===== src/rtl/bp_common_pkg.sv =====
// Shared clint definitions: register offsets, device base and request sizes.
// Imported by the clint top and its timebase.
package bp_common_pkg;

  localparam logic [15:0] msip_offset_gp     = 16'h0000;
  localparam logic [15:0] mtimecmp_offset_gp = 16'h4000;
  localparam logic [15:0] mtime_offset_gp    = 16'hBFF8;

  localparam logic [31:0] clint_dev_base_addr_gp = 32'h0030_0000;

  typedef enum logic [1:0] {
    e_size_1b = 2'd0,
    e_size_2b = 2'd1,
    e_size_4b = 2'd2,
    e_size_8b = 2'd3
  } bp_clint_size_e;

  typedef enum logic {
    e_idle = 1'b0,
    e_resp = 1'b1
  } bp_clint_state_e;

endpackage


===== src/rtl/bp_clint_timebase.sv =====
// Prescaled 64b mtime counter with a masked write-override port.
// A write in the same cycle as a tick wins; the prescaler keeps running.
module bp_clint_timebase
  import bp_common_pkg::*;
#(
  parameter int timebase_div_p = 8
) (
  input  logic        clk,
  input  logic        reset,
  input  logic        wr_en,
  input  logic [63:0] wr_mask,
  input  logic [63:0] wr_data,
  output logic [63:0] mtime
);

  localparam int cnt_w =
    (timebase_div_p > 1) ? $clog2(timebase_div_p) : 1;
  localparam logic [cnt_w-1:0] cnt_max =
    cnt_w'(timebase_div_p - 1);

  logic [cnt_w-1:0] cnt_r;
  logic [63:0]      mtime_r;
  logic             tick;

  assign tick  = (cnt_r == cnt_max);
  assign mtime = mtime_r;

  always_ff @(posedge clk) begin
    if (reset) begin
      cnt_r   <= '0;
      mtime_r <= '0;
    end else begin
      cnt_r <= tick ? '0 : cnt_r + 1'b1;
      if (wr_en)
        mtime_r <= (mtime_r & ~wr_mask)
                 | (wr_data & wr_mask);
      else if (tick)
        mtime_r <= mtime_r + 64'd1;
    end
  end

endmodule


===== src/rtl/bp_clint_mc.sv =====
// Multi-hart clint: decode, msip/mtimecmp arrays, registered timer irqs
// and a one-outstanding request/response FSM.
module bp_clint_mc
  import bp_common_pkg::*;
#(
  parameter int          num_harts_p    = 4,
  parameter int          paddr_width_p  = 40,
  parameter int          dword_width_p  = 64,
  parameter int          timebase_div_p = 8,
  parameter logic [31:0] base_addr_p    = clint_dev_base_addr_gp
) (
  input  logic                     clk_i,
  input  logic                     reset_i,
  input  logic                     req_v_i,
  output logic                     req_ready_o,
  input  logic                     req_w_i,
  input  logic [paddr_width_p-1:0] req_addr_i,
  input  logic [1:0]               req_size_i,
  input  logic [dword_width_p-1:0] req_data_i,
  output logic                     resp_v_o,
  input  logic                     resp_yumi_i,
  output logic [dword_width_p-1:0] resp_data_o,
  output logic                     resp_err_o,
  output logic [num_harts_p-1:0]   timer_irq_o,
  output logic [num_harts_p-1:0]   software_irq_o
);

  localparam int hw = (num_harts_p > 1) ? $clog2(num_harts_p) : 1;
  localparam logic [paddr_width_p-1:0] base_full =
    paddr_width_p'(base_addr_p);
  localparam logic [31:0] nh = 32'(num_harts_p);

  bp_clint_state_e state_r;

  logic [num_harts_p-1:0] msip_r;
  logic [63:0]            mtimecmp_r [num_harts_p];
  logic [num_harts_p-1:0] timer_irq_r;
  logic [63:0]            mtime;

  logic [63:0] resp_data_r;
  logic        resp_err_r;

  logic [15:0]    off;
  logic           in_win;
  bp_clint_size_e sz;
  logic           sz4;
  logic           sz8;
  logic [11:0]    msip_idx;
  logic [10:0]    cmp_idx;
  logic           sel_msip;
  logic           sel_cmp;
  logic           sel_mtime;
  logic           acc_err;
  logic [hw-1:0]  hart;
  logic [63:0]    wr_mask;
  logic [63:0]    wr_data;
  logic [63:0]    rd_full;
  logic [63:0]    rd_data;
  logic           hs;
  logic           wr_ok;

  assign off      = req_addr_i[15:0];
  assign in_win   = req_addr_i[paddr_width_p-1:16]
                 == base_full[paddr_width_p-1:16];
  assign sz       = bp_clint_size_e'(req_size_i);
  assign sz4      = (sz == e_size_4b) && (req_addr_i[1:0] == 2'b00);
  assign sz8      = (sz == e_size_8b) && (req_addr_i[2:0] == 3'b000);
  assign msip_idx = off[13:2];
  assign cmp_idx  = off[13:3];

  assign sel_msip = in_win
    && (off[15:14] == msip_offset_gp[15:14])
    && ({20'd0, msip_idx} < nh) && sz4;
  assign sel_cmp = in_win
    && (off[15:14] == mtimecmp_offset_gp[15:14])
    && ({21'd0, cmp_idx} < nh) && (sz4 || sz8);
  assign sel_mtime = in_win
    && (off[15:3] == mtime_offset_gp[15:3])
    && (sz4 || sz8);
  assign acc_err = !(sel_msip || sel_cmp || sel_mtime);

  assign hart = sel_msip ? msip_idx[hw-1:0] : cmp_idx[hw-1:0];

  // 4B writes replicate into both halves; the mask picks addr[2]'s half
  always_comb begin
    wr_mask = 64'hFFFF_FFFF_FFFF_FFFF;
    wr_data = req_data_i;
    if (!sz8) begin
      wr_data = {2{req_data_i[31:0]}};
      wr_mask = req_addr_i[2] ? {32'hFFFF_FFFF, 32'h0}
                              : {32'h0, 32'hFFFF_FFFF};
    end
  end

  always_comb begin
    rd_full = '0;
    unique case (1'b1)
      sel_cmp:   rd_full = mtimecmp_r[hart];
      sel_mtime: rd_full = mtime;
      default:   rd_full = '0;
    endcase
  end

  always_comb begin
    rd_data = '0;
    unique case (1'b1)
      sel_msip: rd_data = {63'd0, msip_r[hart]};
      sz8:      rd_data = rd_full;
      default:  rd_data = req_addr_i[2] ? {32'd0, rd_full[63:32]}
                                        : {32'd0, rd_full[31:0]};
    endcase
  end

  assign hs    = req_v_i && req_ready_o;
  assign wr_ok = hs && req_w_i && !acc_err;

  bp_clint_timebase #(
    .timebase_div_p (timebase_div_p)
  ) u_timebase (
    .clk     (clk_i),
    .reset   (reset_i),
    .wr_en   (wr_ok && sel_mtime),
    .wr_mask (wr_mask),
    .wr_data (wr_data),
    .mtime   (mtime)
  );

  always_ff @(posedge clk_i) begin
    if (reset_i) begin
      msip_r      <= '0;
      timer_irq_r <= '0;
      for (int h = 0; h < num_harts_p; h++)
        mtimecmp_r[h] <= 64'hFFFF_FFFF_FFFF_FFFF;
    end else begin
      if (wr_ok && sel_msip)
        msip_r[hart] <= req_data_i[0];
      if (wr_ok && sel_cmp)
        mtimecmp_r[hart] <= (mtimecmp_r[hart] & ~wr_mask)
                          | (wr_data & wr_mask);
      for (int h = 0; h < num_harts_p; h++)
        timer_irq_r[h] <= (mtime >= mtimecmp_r[h]);
    end
  end

  always_ff @(posedge clk_i) begin
    if (reset_i) begin
      state_r     <= e_idle;
      resp_data_r <= '0;
      resp_err_r  <= 1'b0;
    end else begin
      unique case (state_r)
        e_idle: if (hs) begin
          state_r     <= e_resp;
          resp_data_r <= req_w_i ? 64'd0 : rd_data;
          resp_err_r  <= acc_err;
        end
        e_resp: if (resp_yumi_i)
          state_r <= e_idle;
        default: state_r <= e_idle;
      endcase
    end
  end

  assign req_ready_o    = (state_r == e_idle);
  assign resp_v_o       = (state_r == e_resp);
  assign resp_data_o    = dword_width_p'(resp_data_r);
  assign resp_err_o     = resp_err_r;
  assign timer_irq_o    = timer_irq_r;
  assign software_irq_o = msip_r;

endmodule

===== config.mk =====
export PLATFORM = sky130hd
export DESIGN_NAME = bp_clint_mc
export DESIGN_NICKNAME = d
export VERILOG_FILES = /design/src/rtl/bp_common_pkg.sv /design/src/rtl/bp_clint_timebase.sv /design/src/rtl/bp_clint_mc.sv
export SDC_FILE = /design/constraint.sdc
export NUM_CORES = 1
export LEC_CHECK = 0
export BUFFER_PORTS_ARGS = -buffer_cell sky130_fd_sc_hd__buf_2
export CORE_ASPECT_RATIO = 0.75
export CORE_MARGIN = 2
export CORE_UTILIZATION = 50
export CTS_BUF_LIST = sky130_fd_sc_hd__clkbuf_16
export DETAILED_ROUTE_END_ITERATION = 8
export PLACE_DENSITY = 0.71
export SLEW_MARGIN = 5
export SYNTH_ARGS = -nofsm -noshare
export SYNTH_HDL_FRONTEND = slang
export SYNTH_SLANG_ARGS = --single-unit

===== constraint.sdc =====
create_clock -name clk_i -period 11.51 [get_ports clk_i]
set_input_delay 2.8775 -clock clk_i [delete_from_list [all_inputs] [get_ports clk_i]]
set_output_delay 2.8775 -clock clk_i [all_outputs]
set_load 0.05 [all_outputs]

After elaboration in Yosys (flattened, before gate mapping). Memory sizes are Yosys's and may differ from the RTL's. Index checks and enable logic that the tools add are counted.

Reduce and logical (&&, ||, !) cells: 28. Order comparisons: 8. Multiplexer cells: 26. Eq/ne operators: 6. Bitwise operators: 7. Div/mod/pow operators: 0. Add/subtract/negate cells: 2. Shift operators: 0. $mul: 0.

Operators by type and width (number): two-way mux 64 bit (7); >= comparator 64 bit (4); one-hot mux 64 bit (2 select lines) (2); AND 64 bit (3); OR 64 bit (2); adder 64 x 1 -> 64 bit, second input constant (1); inverter 64 bit (1); OR reduction 64 bit (1); two-way mux 32 bit (1); == test 24 x 6 -> 1 bit, second input constant (1); logical AND 1 bit (17); == test 13 bit, second input constant (1); < comparator 12 x 3 -> 1 bit, second input constant (1); < comparator 11 x 3 -> 1 bit, second input constant (1); two-way mux 1 bit (10); bitwise mux 4 bit (1); == test 2 bit, second input constant (2); zero test 2 bit (2); two-way mux 2 bit (2); adder 3 x 1 -> 3 bit, second input constant (1); == test 3 bit, second input constant (1); zero test 3 bit (1); logical OR 1 bit (3); < comparator 2 x 3 -> 1 bit, second input constant (1); 10 further kinds (10).

Memory bits (writable): 256. Input bits: 111. Output and inout port bits: 75. Latch bits: 0. Bits in read-only memories: 0. Memories kept: 1. Flip-flop bits (word level): 141.

Memories: mtimecmp_r (depth 4, width 64, read ports 5, clocked after memory_dff 0, wr ports 4, RTL line bp_clint_mc.sv:36) `logic [63:0] mtimecmp_r [num_harts_p];`.

Logic depth before layout (Yosys ltp). Gate-level depths: netlist (run 1).

Depth after elaboration: 13. Gate-level depth with buffers: 11. Gate-level depth less buffers: 10.

Cells and area by module. Synthesis (run 1) repeated with hierarchy kept, for this count alone.

Cell total of the unflattened synthesis: 2956. Area, all modules: 26984.6 um2.

By module, submodules not included: bp_clint_mc (sequential area each 9168.8 um2, area an instance 22404.0 um2, cells an instance 2357, times used 1); bp_clint_timebase (sequential area each 1341.3 um2, area an instance 4580.6 um2, cells an instance 599, times used 1).

Least setup slack after synthesis (run 1). OpenSTA, ideal clock, no wires.

Path kind: input-to-reg. From: in req_addr_i[34]. To: mem mtimecmp_r[0][0], enable pin. Data required time: 10.935 ns. Setup time: 0.575 ns. Setup slack: 1.843 ns. Stages on the path: 8. Arrival: 9.092 ns. Cell sequence: nor4_2 nand4_1 or4_1 clkbuf_1 inv_2 nand3_1 clkbuf_1 o21ai_0.

RTL lines: start: declaration (RTL line bp_clint_mc.sv:17) `input logic [paddr_width_p-1:0] req_addr_i,`; end: declaration (RTL line bp_clint_mc.sv:36).

==> results of run 1 <==
[per-layer routing]
metal	GRT usage	vias to the layer above	wire, um
li1	-	10613	-
met1	0.490	11237	37900
met2	0.545	1759	39900
met3	0.0931	323	12800
met4	0.182	2	5260
met5	0	-	13
[synthesized netlist by cell type, drive strengths merged (4+ instances only)]
cell	n	area, sq um
o31ai	11	82.6
and4	11	96.3
a311oi	5	43.8
clkbuf	96	360
nor3b	5	42.5
and2	7	43.8
o32ai	6	52.6
or4	6	52.6
buf	55	330
nor2b	20	125
or3	9	56.3
mux2i	6	63.8
nand2	443	1660
o211ai	16	120
nor2	166	651
nand4	66	428
and3	22	138
inv	281	1050
a211o	4	35.0
nand3	41	205
o311ai	9	78.8
o21ai	132	672
a22o	36	315
dfxtp	141	2820
a21oi	244	1230
a21o	39	293
o21a	8	60.1
a221oi	30	394
edfxtp	256	7690
ha	259	3240
nand2b	15	93.8
a22oi	53	398
a211oi	56	510
o22ai	103	644
a2111oi	13	114
nor3	76	385
a31oi	16	100
nor4	28	251
a21boi	10	75.1
[worst reg2reg max path: stages (launching register included)]
cell and delay, ns:
dfxtp_1 0.65, ha_1 0.34, and4_1 0.18, a2111oi_0 0.36
o21ai_0 0.20, a221oi_1 0.70, o21ai_0 0.32, a21oi_1 0.64
or4_1 0.25, a211oi_1 0.09
[cell usage in the layout, fill, tap and decap left out, drive strengths merged, types with 30 or more instances in the layout]
master / netlist / routed
a211oi: 56 / 56
a21o: 39 / 39
a21oi: 244 / 244
a221oi: 30 / 30
a22o: 36 / 36
a22oi: 53 / 53
buf: 55 / 230
clkbuf: 96 / 48
dfxtp: 141 / 141
edfxtp: 256 / 256
ha: 259 / 259
inv: 281 / 293
nand2: 443 / 443
nand3: 41 / 41
nand4: 66 / 66
nor2: 166 / 166
nor3: 76 / 76
o21ai: 132 / 132
o22ai: 103 / 103
[cell type report]
class,count,share of cell area
Antenna cell,1,0.0000884
Clock buffer,48,0.0424
Clock inverter,36,0.00862
Inverter,281,0.0373
Multi-Input combinational cell,2000,0.466
Sequential cell,397,0.371
Tap cell,657,0.0290
Timing Repair Buffer,230,0.0448
[cell families after synthesis]
logic type	share of synthesized area
AOI/OAI and AO/OA	0.213
xor gates and xnor gates	0.000346
adders and majority gates	0.128
buffers and inverters	0.0690
DFF	0.415
muxes	0.00341
and+or+nand+nor	0.171
[power by group]
part	total, mW	switching [mW]	internal, mW	leakage [nW]
logic	0.200	0.157	0.0435	9.02
registers	1.52	0.00317	1.52	2.93
clock network	1.45	0.631	0.820	0.753
total	3.17	0.791	2.38	12.7
[path summary, 6_finish.rpt]
check,slack (ns),end,startpoint
worst max register to register,7.63,timer_irq_o[2],flop
worst min register to register,0.44,u_timebase.cnt_r[0],u_timebase.cnt_r[0]
worst min-delay path,0.44,u_timebase.cnt_r[0],u_timebase.cnt_r[0]
worst max-delay path,4.78,mtimecmp_r[0][17],req_addr_i[37]
[stage by stage]
stage	hold slack (ns)	setup WS, ns	instances
global placement	0.416	4.41	3565
CTS	0.440	4.85	3649
global route	0.468	4.64	3649
detailed placement	0.432	4.25	3565
finish	0.436	4.78	3650
floorplan	0.408	1.84	2829
==> flow_summary_export.csv, run 1 <==
group,metric,value,unit
timing,rsz0062_at_grt,"false",
floorplanning,row_count,71,
timing,slew-limit-headroom,0.106,
floorplanning,dieWidth,264,um
power,leakagePower,12.7,nW
critical_path,startpoint_type,"primary input",
cts,clock-root-buffer,"clkbuf_16",
layout,finalNetCount,3325,
critical_path,cp.buffers_inverters,4,
cts,clock_sinks,397,
yosys,syn_inst,2829,
floorplanning,initial_utilization,0.505,
layout,fin_util,0.565,
floorplanning,die_height,199,um
layout,multi_input_area,13200,sq um
drt,drt_iter0_markers,3206,
power,fin_total_pwr,3.17,mW
min_path,hold_path_class,"reg2reg",
grt,antenna_found_initial,5,
drt,routed_via_density,6.56,
cts,cts.htree.levels,2,
layout,syn_to_final_growth,11.9,%
critical_path,crit_slowest_cell,"o21ai_4",
yosys,async_flop_share,0,
critical_path,reg2reg_depth,9,
yosys,yosysSeqAreaShare,0.415,
min_path,min_delay_path_depth,1,
critical_path,crit_required,11.73,ns
critical_path,cp.depth,9,
timing,fin_crit_sh,0.584,
cts,cts_tree,"done",
critical_path,worstPathMaxFanout,33,
power,peakVddDrop,0.000103,V
grt,grt_max_degree,65,
drt,drt-wirelength-per-cell,26.3,um
grt,grt_first_pass_wirelength,143,mm
layout,final-seq-area,10500,sq um
drt,route.antenna.remaining_nets,0,
yosys,syn-num-nets,3199,
placement,routabilityCongestion,0.973,
timing,final_hold_viol_count,0,
cts,cts_buffers,45,
grt,grt_pass1_vias,23109,
timing,skew,0.0195,ns
yosys,ys.warnings.count,0,
cts,cts_hold_buf,0,
yosys,ys.flop_type,"edfxtp_1",
drt,drc,0,
critical_path,critPathTopFamily,"simple AND/OR/NAND/NOR gates",
timing,max_freq,149,MHz
timing,period_needed,6.73,ns
floorplanning,core,50100,sq um
cts,cts_setup_buffers,0,
timing,final_max_slew_viol_count,0,
grt,grt.total_usage,0.364,
power,p_per_area,112,nW/um^2
placement,post_dp_cell_area,26900,sq um
drt,dr.pass1.iters,6,
layout,layout-drive-gt1-share,0.130,
critical_path,crit_type,"in2reg",
job,maxCapViolCount,0,
grt,overflow,0,
drt,wl,95.9,mm
outcome,outcome,"complete, no violations",
floorplanning,pin_count,186,
yosys,synth_seq_cells,397,
cts,cts_buffer_depth,3,
critical_path,crit_chain,"buf_2, nor4_2, nand4_1, or4_1, inv_2, nand3_2, buf_4, o21ai_4, buf_4",
placement,portBuffers,185,
cts,clk_pin_slew,0.06,ns
drt,via_count,23934,
yosys,syn_avg_cell_area,8.94,sq um
critical_path,cp_common_cell,"buf_4",
critical_path,end_kind,"flop",
cts,cts_resized,0,
layout,final_area,28300,sq um
floorplanning,dieArea,52400,sq um
critical_path,arrival,6.95,ns
timing,finalSetupViolations,0,
cts,clk_latency,0.60,ns
layout,fill_cells,4503,
yosys,synth_area,25300,sq um
critical_path,critPathMaxStageDelay,1.08,ns
placement,dp.final_hpwl,68.0,mm
yosys,synth_cell_type_count,79,
yosys,synth-edff-count,256,
timing,tightest_slew,1.34,ns
timing,setup-tns-final,0,ns
(Power assumes the default switching activity.)
==> run 2, diff against run 1 <==
==> constraint.sdc (replaced) <==
create_clock -name clk_i -period 6.2 [get_ports clk_i]
set_input_delay 1.55 -clock clk_i [delete_from_list [all_inputs] [get_ports clk_i]]
set_output_delay 1.55 -clock clk_i [all_outputs]
set_load 0.05 [all_outputs]
==> run 2 against run 1 <==
Effect of this change: die area is the same; sequential cell count is the same; register-to-register slack lost 5.3 ns; global-route usage grew 0.94 points; first-iteration DRC count shrank 1.2%; clock power grew 68%; hold slack lost 0.0035 ns; final area is essentially flat; sequential power grew 86%; critical endpoint is now mtimecmp_r[0][1]; largest cell class unchanged.
==> flow_summary_export.csv, run 2 (synthesis gave the netlist of run 1 again) <==
group,metric,value,unit
power,switchingPower,1.44,mW
min_path,hold_path_class,"reg2reg",
drt,routed_via_density,6.62,
timing,rsz0062_at_grt,"false",
power,power.internal,4.20,mW
cts,cts.htree.levels,2,
timing,tightest_slew,1.16,ns
cts,cts_resized,0,
floorplanning,row_count,71,
cts,clock-root-buffer,"clkbuf_16",
drt,dr.pass1.iters,7,
grt,overflow,0,
critical_path,crit_type,"in2reg",
layout,fill_cells,4471,
timing,fin_ws,1.40,ns
layout,final_cell_mix,"443 x nand2_1, 289 x inv_1, 259 x ha_1",
power,leakagePower,12.7,nW
timing,fin_crit_sh,0.774,
power,fin_total_pwr,5.64,mW
grt,antenna_found_initial,2,
drt,via_count,24227,
critical_path,critPathMaxStageDelay,0.87,ns
floorplanning,pin_count,186,
power,peakVddDrop,0.000177,V
critical_path,crit_slowest_cell,"or4_1",
layout,layout-drive-gt1-share,0.130,
cts,cts_hold_buf,0,
cts,cts_buffers,43,
cts,cts_tree,"done",
timing,final_hold_viol_count,0,
drt,route.antenna.remaining_nets,0,
cts,clock_sinks,397,
layout,syn_to_final_growth,11.8,%
drt,wl,99.6,mm
floorplanning,dieWidth,264,um
placement,routabilityCongestion,1.03,
drt,drc,0,
critical_path,arrival,5.03,ns
critical_path,cp.buffers_inverters,3,
cts,cts_setup_buffers,0,
timing,period_needed,4.80,ns
outcome,outcome,"complete, no violations",
drt,drt_iter0_markers,3166,
power,seqPwrFrac,0.500,
timing,skew,0.0227,ns
power,p_clk_frac,0.432,
critical_path,end_kind,"flop",
layout,final_common_cell,"nand2_1",
job,maxCapViolCount,0,
floorplanning,core,50100,sq um
grt,grt_first_pass_wirelength,146,mm
placement,portBuffers,185,
floorplanning,dieArea,52400,sq um
floorplanning,initial_utilization,0.505,
critical_path,crit_chain,"buf_2, nor4_2, nand4_1, or4_1, inv_2, nand3_2, o21ai_4, buf_12",
cts,clk_latency,0.60,ns
layout,finalNetCount,3334,
power,switching_share,0.255,
cts,cts_buffer_depth,3,
cts,clk_pin_slew,0.06,ns
grt,grt_max_degree,65,
placement,dp.final_hpwl,70.9,mm
timing,final_max_slew_viol_count,0,
timing,max_freq,209,MHz
placement,dp_worst_setup_slack,0.918,ns
grt,grt_pass1_vias,22863,
drt,drt-wirelength-per-cell,27.2,um
power,p_per_area,199,nW/um^2
power,comb_power_share,0.068,
timing,slew-limit-headroom,0.220,
grt,grt.total_usage,0.373,
critical_path,startpoint_type,"primary input",
critical_path,crit_required,6.43,ns
critical_path,critPathTopFamily,"simple AND/OR/NAND/NOR gates",
critical_path,worstPathMaxFanout,56,
floorplanning,die_height,199,um
timing,finalSetupViolations,0,
critical_path,rrSetupSlack,2.36,ns
run 2: cell types whose count changed in the layout (fill, tap and decap cells not counted), moves of 2 or more:
cell / previous run / this run
clkinv_2: 11 / 9
inv_2: 4 / 2
bufinv_16: 3 / 1
inv_1: 287 / 289
clkbuf_16: 48 / 43
buf_4: 47 / 52
buf_12: 0 / 6
inv_6: 1 / 3
clkinv_1: 9 / 12
run 2: per-stage QoR:
step	utilization	cells	TNS (ns)	hold WS, ns	instance area (sq um)
final	0.565	3657	0	0.433	28300
after global routing	0.565	3655	0	0.470	28300
after detailed placement	0.539	3576	0	0.431	27000
after floorplan	-	2829	-85.26	0.408	25300
after CTS	0.565	3655	0	0.440	28300
after global placement	0.539	3576	0	0.417	27000
run 2: power groups by stage:
stage / Sequential (mW) / Clock, mW / Combinational [mW]
final: 2.82 / 2.44 / 0.385
after global routing: 2.82 / 2.55 / 0.394
after CTS: 2.82 / 2.45 / 0.368
after floorplan: 2.88 / 0 / 0.174
after detailed placement: 2.88 / 0 / 0.366
after global placement: 2.88 / 0 / 0.363
run 2: cell type report:
class	instances	area, sq um	area share
antenna	2	5.00	0.000177
clock inverter	36	191	0.00677
multi-input combinational	2000	13200	0.467
clock buffer	43	1080	0.0380
sequential	397	10500	0.371
inverter	281	1050	0.0373
tap	657	822	0.0291
timing repair buffer	241	1430	0.0504
run 2: layer usage:
metal / GRT usage / routed length [um] / part of all wire
met4: 0.186 / 5250 / 0.053
met2: 0.561 / 41600 / 0.42
met1: 0.496 / 39100 / 0.39
met5: 0 / 15 / 0.00015
met3: 0.104 / 13700 / 0.14
run 2: final timing paths:
| kind | start | depth (start not counted) | end |
|---|---|---|---|
| worst max register to register | flop | 9 | timer_irq_o[2] |
| worst min register to register | u_timebase.cnt_r[0] | 1 | u_timebase.cnt_r[0] |
| worst min-delay path | u_timebase.cnt_r[0] | 1 | u_timebase.cnt_r[0] |
| worst max-delay path | req_addr_i[37] | 8 | mtimecmp_r[0][1] |
